**src/rtl/alu_issue_queue.sv**
```systemverilog
// ALU issue stage: circular request FIFO feeding the combinational ALU, followed by a
// registered result stage with its own valid/ready handshake and a sticky overflow flag.
module alu_issue_queue #(
    parameter int DATA_WIDTH = 32,
    parameter int DEPTH      = 4,
    parameter int ADDR_W     = 2
) (
    input  logic                  clk,
    input  logic                  rst_n,
    input  logic                  in_valid,
    output logic                  in_ready,
    input  logic [DATA_WIDTH-1:0] in_A,
    input  logic [DATA_WIDTH-1:0] in_B,
    input  logic [2:0]            in_ALUop,
    output logic [DATA_WIDTH-1:0] alu_A,
    output logic [DATA_WIDTH-1:0] alu_B,
    output logic [2:0]            alu_ALUop,
    input  logic [DATA_WIDTH-1:0] alu_Result,
    input  logic                  alu_Overflow,
    input  logic                  alu_CarryOut,
    input  logic                  alu_Zero,
    output logic                  out_valid,
    input  logic                  out_ready,
    output logic [DATA_WIDTH-1:0] out_Result,
    output logic [2:0]            out_flags,
    output logic [ADDR_W:0]       count,
    output logic                  sticky_ovf,
    input  logic                  clr_sticky
);

    localparam int              ENTRY_W = 2 * DATA_WIDTH + 3;
    localparam logic [ADDR_W:0] FULL    = (ADDR_W + 1)'(DEPTH);

    logic [ENTRY_W-1:0] mem [DEPTH];
    logic [ADDR_W-1:0]  wr_ptr;
    logic [ADDR_W-1:0]  rd_ptr;
    logic               push;
    logic               pop;
    logic               not_empty;
    logic [ENTRY_W-1:0] head;

    assign not_empty = (count != '0);
    assign in_ready  = (count != FULL);
    assign push      = in_valid & in_ready;
    assign pop       = not_empty & (~out_valid | out_ready);
    assign head      = mem[rd_ptr];

    always_comb begin
        alu_A     = '0;
        alu_B     = '0;
        alu_ALUop = '0;
        if (not_empty) begin
            alu_A     = head[ENTRY_W-1 -: DATA_WIDTH];
            alu_B     = head[DATA_WIDTH+2 -: DATA_WIDTH];
            alu_ALUop = head[2:0];
        end
    end

    // Storage needs no reset: an entry is only read after it has been written.
    always_ff @(posedge clk) begin
        if (push) begin
            mem[wr_ptr] <= {in_A, in_B, in_ALUop};
        end
    end

    always_ff @(posedge clk or negedge rst_n) begin
        if (!rst_n) begin
            wr_ptr <= '0;
            rd_ptr <= '0;
            count  <= '0;
        end else begin
            if (push) begin
                wr_ptr <= wr_ptr + 1'b1;
            end
            if (pop) begin
                rd_ptr <= rd_ptr + 1'b1;
            end
            case ({push, pop})
                2'b10:   count <= count + 1'b1;
                2'b01:   count <= count - 1'b1;
                default: count <= count;
            endcase
        end
    end

    always_ff @(posedge clk or negedge rst_n) begin
        if (!rst_n) begin
            out_valid  <= 1'b0;
            out_Result <= '0;
            out_flags  <= '0;
        end else if (pop) begin
            out_valid  <= 1'b1;
            out_Result <= alu_Result;
            out_flags  <= {alu_Overflow, alu_CarryOut, alu_Zero};
        end else if (out_valid && out_ready) begin
            out_valid <= 1'b0;
        end
    end

    // A capture carrying overflow beats a concurrent clear.
    always_ff @(posedge clk or negedge rst_n) begin
        if (!rst_n) begin
            sticky_ovf <= 1'b0;
        end else if (pop && alu_Overflow) begin
            sticky_ovf <= 1'b1;
        end else if (clr_sticky) begin
            sticky_ovf <= 1'b0;
        end
    end

endmodule

```
**config.mk**
```make
export PLATFORM = sky130hd
export DESIGN_NAME = alu_issue_queue
export DESIGN_NICKNAME = d
export VERILOG_FILES = /design/src/rtl/alu_issue_queue.sv
export SDC_FILE = /design/constraint.sdc
export NUM_CORES = 1
export LEC_CHECK = 0
export ABC_AREA = 1
export CAP_MARGIN = 30
export CORE_UTILIZATION = 47
export CTS_CLUSTER_DIAMETER = 60
export CTS_CLUSTER_SIZE = 30
export DETAILED_ROUTE_END_ITERATION = 10
export GPL_TIMING_DRIVEN = 0
export PLACE_DENSITY = 0.74
export SLEW_MARGIN = 20
export SYNTH_ARGS = -nofsm -noshare
export SYNTH_HDL_FRONTEND = slang
export SYNTH_SLANG_ARGS = --single-unit
```
**constraint.sdc**
```tcl
create_clock -name clk -period 4.79 [get_ports clk]
set_input_delay 0.958 -clock clk [delete_from_list [all_inputs] [get_ports clk]]
set_output_delay 0.958 -clock clk [all_outputs]
set_load 0.01 [all_outputs]
```
==> qor.yml, run 1 <==
clock_tree:
  clk_latency_ns: 0.53
  cts-root-buf: "clkbuf_16"
  post_cts_resize_count: 0
  htree_levels: 1
  cts_setup_buffers: 0
  numCtsBuffers: 22
  cts_num_sinks: 312
  clk_pin_slew_worst_paths_ns: 0.09
  ctsHoldBuffers: 0
  tritoncts: "built"
  cts_buffer_depth: 3
placed_design:
  dpl_cell_area_um2: 16200
  gp_congestion: 0.787
  io_buffers: 214
  dp_hpwl_mm: 20.7
critical_path:
  worstPathCellList: "buf_4 -> inv_2 -> buf_6 -> buf_4 -> nand3_1 -> a21oi_1 -> clkdlybuf4s50_1"
  setup.worst_path.end_class: "output pin"
  regToRegStartpoint: "count[0]"
  cp_slowest_cell: "clkdlybuf4s50_1"
  cp_max_fo: 10
  critPathKind: "reg -> out"
  reg2reg_setup_slack_ns: 2.39
  crit_required_ns: 3.83
  worst-endpoint-arrival_ns: 2.61
  timing.critical_path.mode_cell: "buf_4"
  reg2reg_depth: 6
  cpPeakStageDelay_ns: 0.62
  crit_path_start_kind: "flip-flop"
  r2r-end: "mem[3][3]"
detailed_routing:
  wirelength_mm: 30.7
  vias: 9112
  drcViolationCount: 0
  drt-pass1-iter-count: 5
  first_iter_violations: 636
  ant_nets: 0
  vias_per_cell: 4.76
  wl_per_cell_um: 16.0
layout:
  final_cell_area_um2: 16900
  multiInputGateArea_um2: 2670
  drive_above_1_share_pct: 6.84
  nNetsFinal: 1632
  seq_area_um2: 9150
  final.fill_count: 2169
  fin_util_pct: 61.1
  area_growth_pct: 28.2
  num_antenna_cells: 0
timing:
  finalHoldViolations: 0
  timing_worst_slew_pin_value_ns: 0.713
  clock.fmax_ghz: 0.281
  rsz0062_at_grt: "false"
  finalClockSkew_ns: 0.0138
  slew_headroom_pct: 52.5
  fin_crit_ns: 3.56
  min_period_over_period_pct: 74.4
  drv_slew: 0
  whs_ns: 0.479
  setup_violations: 0
floorplanning:
  io_pins: 215
  die_area_um2: 28800
  die_y_um: 170
  coreArea_um2: 27700
  die_x_um: 170
  num_rows: 61
  start_util_pct: 47.7
yosys:
  syn_nets: 1381
  ys_warn_count: 0
  synth.area.top_cells: "edfxtp_1 61%, nand2_1 11%, dfrtp_1 8.3%"
  postSynthCellCount: 1268
  synth_area_um2: 13200
  synth_cell_type_count: 21
  synthAdderAreaFrac_pct: 0.625
  yosysTopAreaCellShare_pct: 60.9
  synthMuxAreaShare_pct: 0
  async_flop_share_pct: 14.1
  synth_edf_count: 268
  synth_top_family_by_area: "simple AND/OR/NAND/NOR gates"
  synthSimpleGateAreaFrac_pct: 16.6
  ys_ff_latch: 312
  yosys-top-cells-count: "387 x nand2_1, 280 x inv_1, 268 x edfxtp_1, 140 x nand3_1, 67 x a21oi_1"
  ys_seq_area_share_pct: 69.2
  synth_compound_area_share_pct: 2.65
  synth_top_cell_by_area: "edfxtp_1"
  yosys.area_share.xor_xnor_pct: 0.133
  synth_most_common_cell: "nand2_1"
  syn_avg_cell_area_um2: 10.4
  synth-main-ff-cell: "edfxtp_1"
global_routing:
  grt_pass1_vias: 9104
  grt_max_degree: 28
  grt_first_pass_wirelength_mm: 47.5
  antenna_found_initial: 0
  grtUsageTotal_pct: 21.5
  grt_overflow: 0
pwr:
  p_sw_uw: 3890
  seqPwrFrac_pct: 35.9
  powerDensity_nw_per_um2: 628
  total_leakage_power_uw: 0.00743
  clockPowerShare_pct: 18.7
  p_total_uw: 10600
  peakVddDrop_v: 0.000498
  switching_share_pct: 36.6
  internal-power_uw: 6740
  p_comb_share_pct: 45.5
status:
  outcome: "finished clean"
min_path:
  worstHoldPathType: "in -> async"
flow_run:
  maxCapViolCount: 0
## sequential cells by signal, summed over array words and instances, names as in the netlist
signal	cells
rd_ptr	2
out_flags	3
out_Result	32
mem	268
count	3
out_valid	1
sticky_ovf	1
wr_ptr	2
## final cells by class
class	instances	area share, %
inverters	286	6.34
flip-flops and latches	312	54.0
well taps	378	2.79
plain buffers	58	2.09
multi-input cells	612	15.8
repair buffers	227	14.5
clock inverters	15	1.02
clock buffers	25	3.50
## how the worst max path moves through the flow
stage | slack [ns] | endpoint | cells after the start | start
after floorplan | 0.38 | mem[0][0] | 2 | in_valid
after detailed placement | 1.55 | count[2] | 13 | out_ready
final | 1.23 | alu_ALUop[0] | 7 | rd_ptr[1]
after CTS | 1.19 | alu_ALUop[0] | 7 | rd_ptr[1]
after global routing | 1.10 | alu_B[13] | 6 | count[0]
after global placement | -2.41 | mem[3][56] | 3 | in_valid
## power by group through the flow
stage | logic, µW | clock network, µW | registers, µW
2_1_floorplan | 2320 | 0 | 3970
3_3_place_gp | 4610 | 0 | 3950
3_5_place_dp | 4870 | 0 | 3870
4_1_cts | 4890 | 2020 | 3810
5_1_grt | 5290 | 2120 | 3870
6_report | 4840 | 1980 | 3810
## worst max-delay path: cells and delay by family (launching register included)
| family | cells | cell delay [ns] |
|---|---|---|
| DFF | 1 | 0.36 |
| and+or+nand+nor | 1 | 0.12 |
| AOI/OAI and AO/OA | 1 | 0.33 |
| buffers and inverters | 5 | 1.27 |
## routing by layer
layer,wire [µm],up-vias,track usage (%)
met5,0,-,0
met4,547,0,5.17
met3,2660,50,5.41
met2,15300,351,37.9
met1,12200,4215,26.4
li1,-,4496,-
## stage by stage
stage	setup slack, ns	TNS, ns	std cells
after floorplan	0.384	0	1268
after global placement	-2.41	-641.95	1860
after detailed placement	1.55	0	1873
after CTS	1.19	0	1913
after global routing	1.10	0	1913
final	1.23	0	1913
## cell families after synthesis
| logic type | count (synthesis) |
|---|---|
| flip-flops | 312 |
| AO/OA/AOI/OAI | 70 |
| AND/OR/NAND/NOR | 534 |
| XOR/XNOR | 2 |
| buffers and inverters | 344 |
| adder cells (fa/ha/maj) | 6 |
## layout by cell type, fill, tap and decap left out
cell type        synthesis  layout
buf_2                   22      23
xnor2_1                  2       2
inv_8                    0       2
ha_1                     5       5
buf_8                    0       1
clkdlybuf4s50_1          0     213
a21oi_1                 67      67
nand4_1                  1       1
inv_1                  280     280
clkinv_2                 0       1
inv_16                   0       1
clkbuf_8                 0       1
buf_6                   10      10
buf_12                   0       4
edfxtp_1               268     268
nand3_2                  1       1
clkinv_4                 0       1
buf_1                    3       3
inv_6                    0       4
o21ai_0                  2       2
clkbuf_16                0      23
dfrtp_1                 44      44
clkinvlp_4               0       2
clkbuf_1                14      15
fa_1                     1       1
nand3_1                140     140
nor2_4                   0       4
nand2_1                387     387
clkinv_1                 0       1
buf_4                    9       9
buf_16                   0       8
inv_12                   0       2
inv_2                    6       6
o21ai_1                  1       1
bufinv_16                0       1
nand2_2                  1       1
Note: power is estimated with default switching activity, not from simulation.
==> inputs of run 2 (changes only) <==
==> constraint.sdc (replaced) <==
create_clock -name clk -period 3.5 [get_ports clk]
set_input_delay 0.7 -clock clk [delete_from_list [all_inputs] [get_ports clk]]
set_output_delay 0.7 -clock clk [all_outputs]
set_load 0.01 [all_outputs]
==> results of run 2 <==
The final DEF is identical to that of run 1. Status: finished clean.
Among the figures that moved: setup slack after placement 1.55 ns -> 0.520 ns; setup slack after layout 1.23 ns -> 0.195 ns; hold slack 0.479 ns -> 0.221 ns; register-to-register setup slack 2.39 ns -> 1.10 ns; total power 10600 µW -> 14600 µW; worst IR drop on VDD 0.000498 V -> 0.000681 V
==> inputs of run 3 (changes only) <==
--- a/config.mk
+++ b/config.mk
@@ -12,6 +12,7 @@
 export CTS_CLUSTER_SIZE = 30
 export DETAILED_ROUTE_END_ITERATION = 10
 export GPL_TIMING_DRIVEN = 0
+export HOLD_SLACK_MARGIN = 0.06
 export PLACE_DENSITY = 0.74
 export SLEW_MARGIN = 20
 export SYNTH_ARGS = -nofsm -noshare
==> results of run 3 <==
The final DEF is identical to that of run 1. Status: finished clean.
Among the figures that moved: setup slack after placement 1.55 ns -> 0.520 ns; setup slack after layout 1.23 ns -> 0.195 ns; hold slack 0.479 ns -> 0.221 ns; register-to-register setup slack 2.39 ns -> 1.10 ns; total power 10600 µW -> 14600 µW; worst IR drop on VDD 0.000498 V -> 0.000681 V
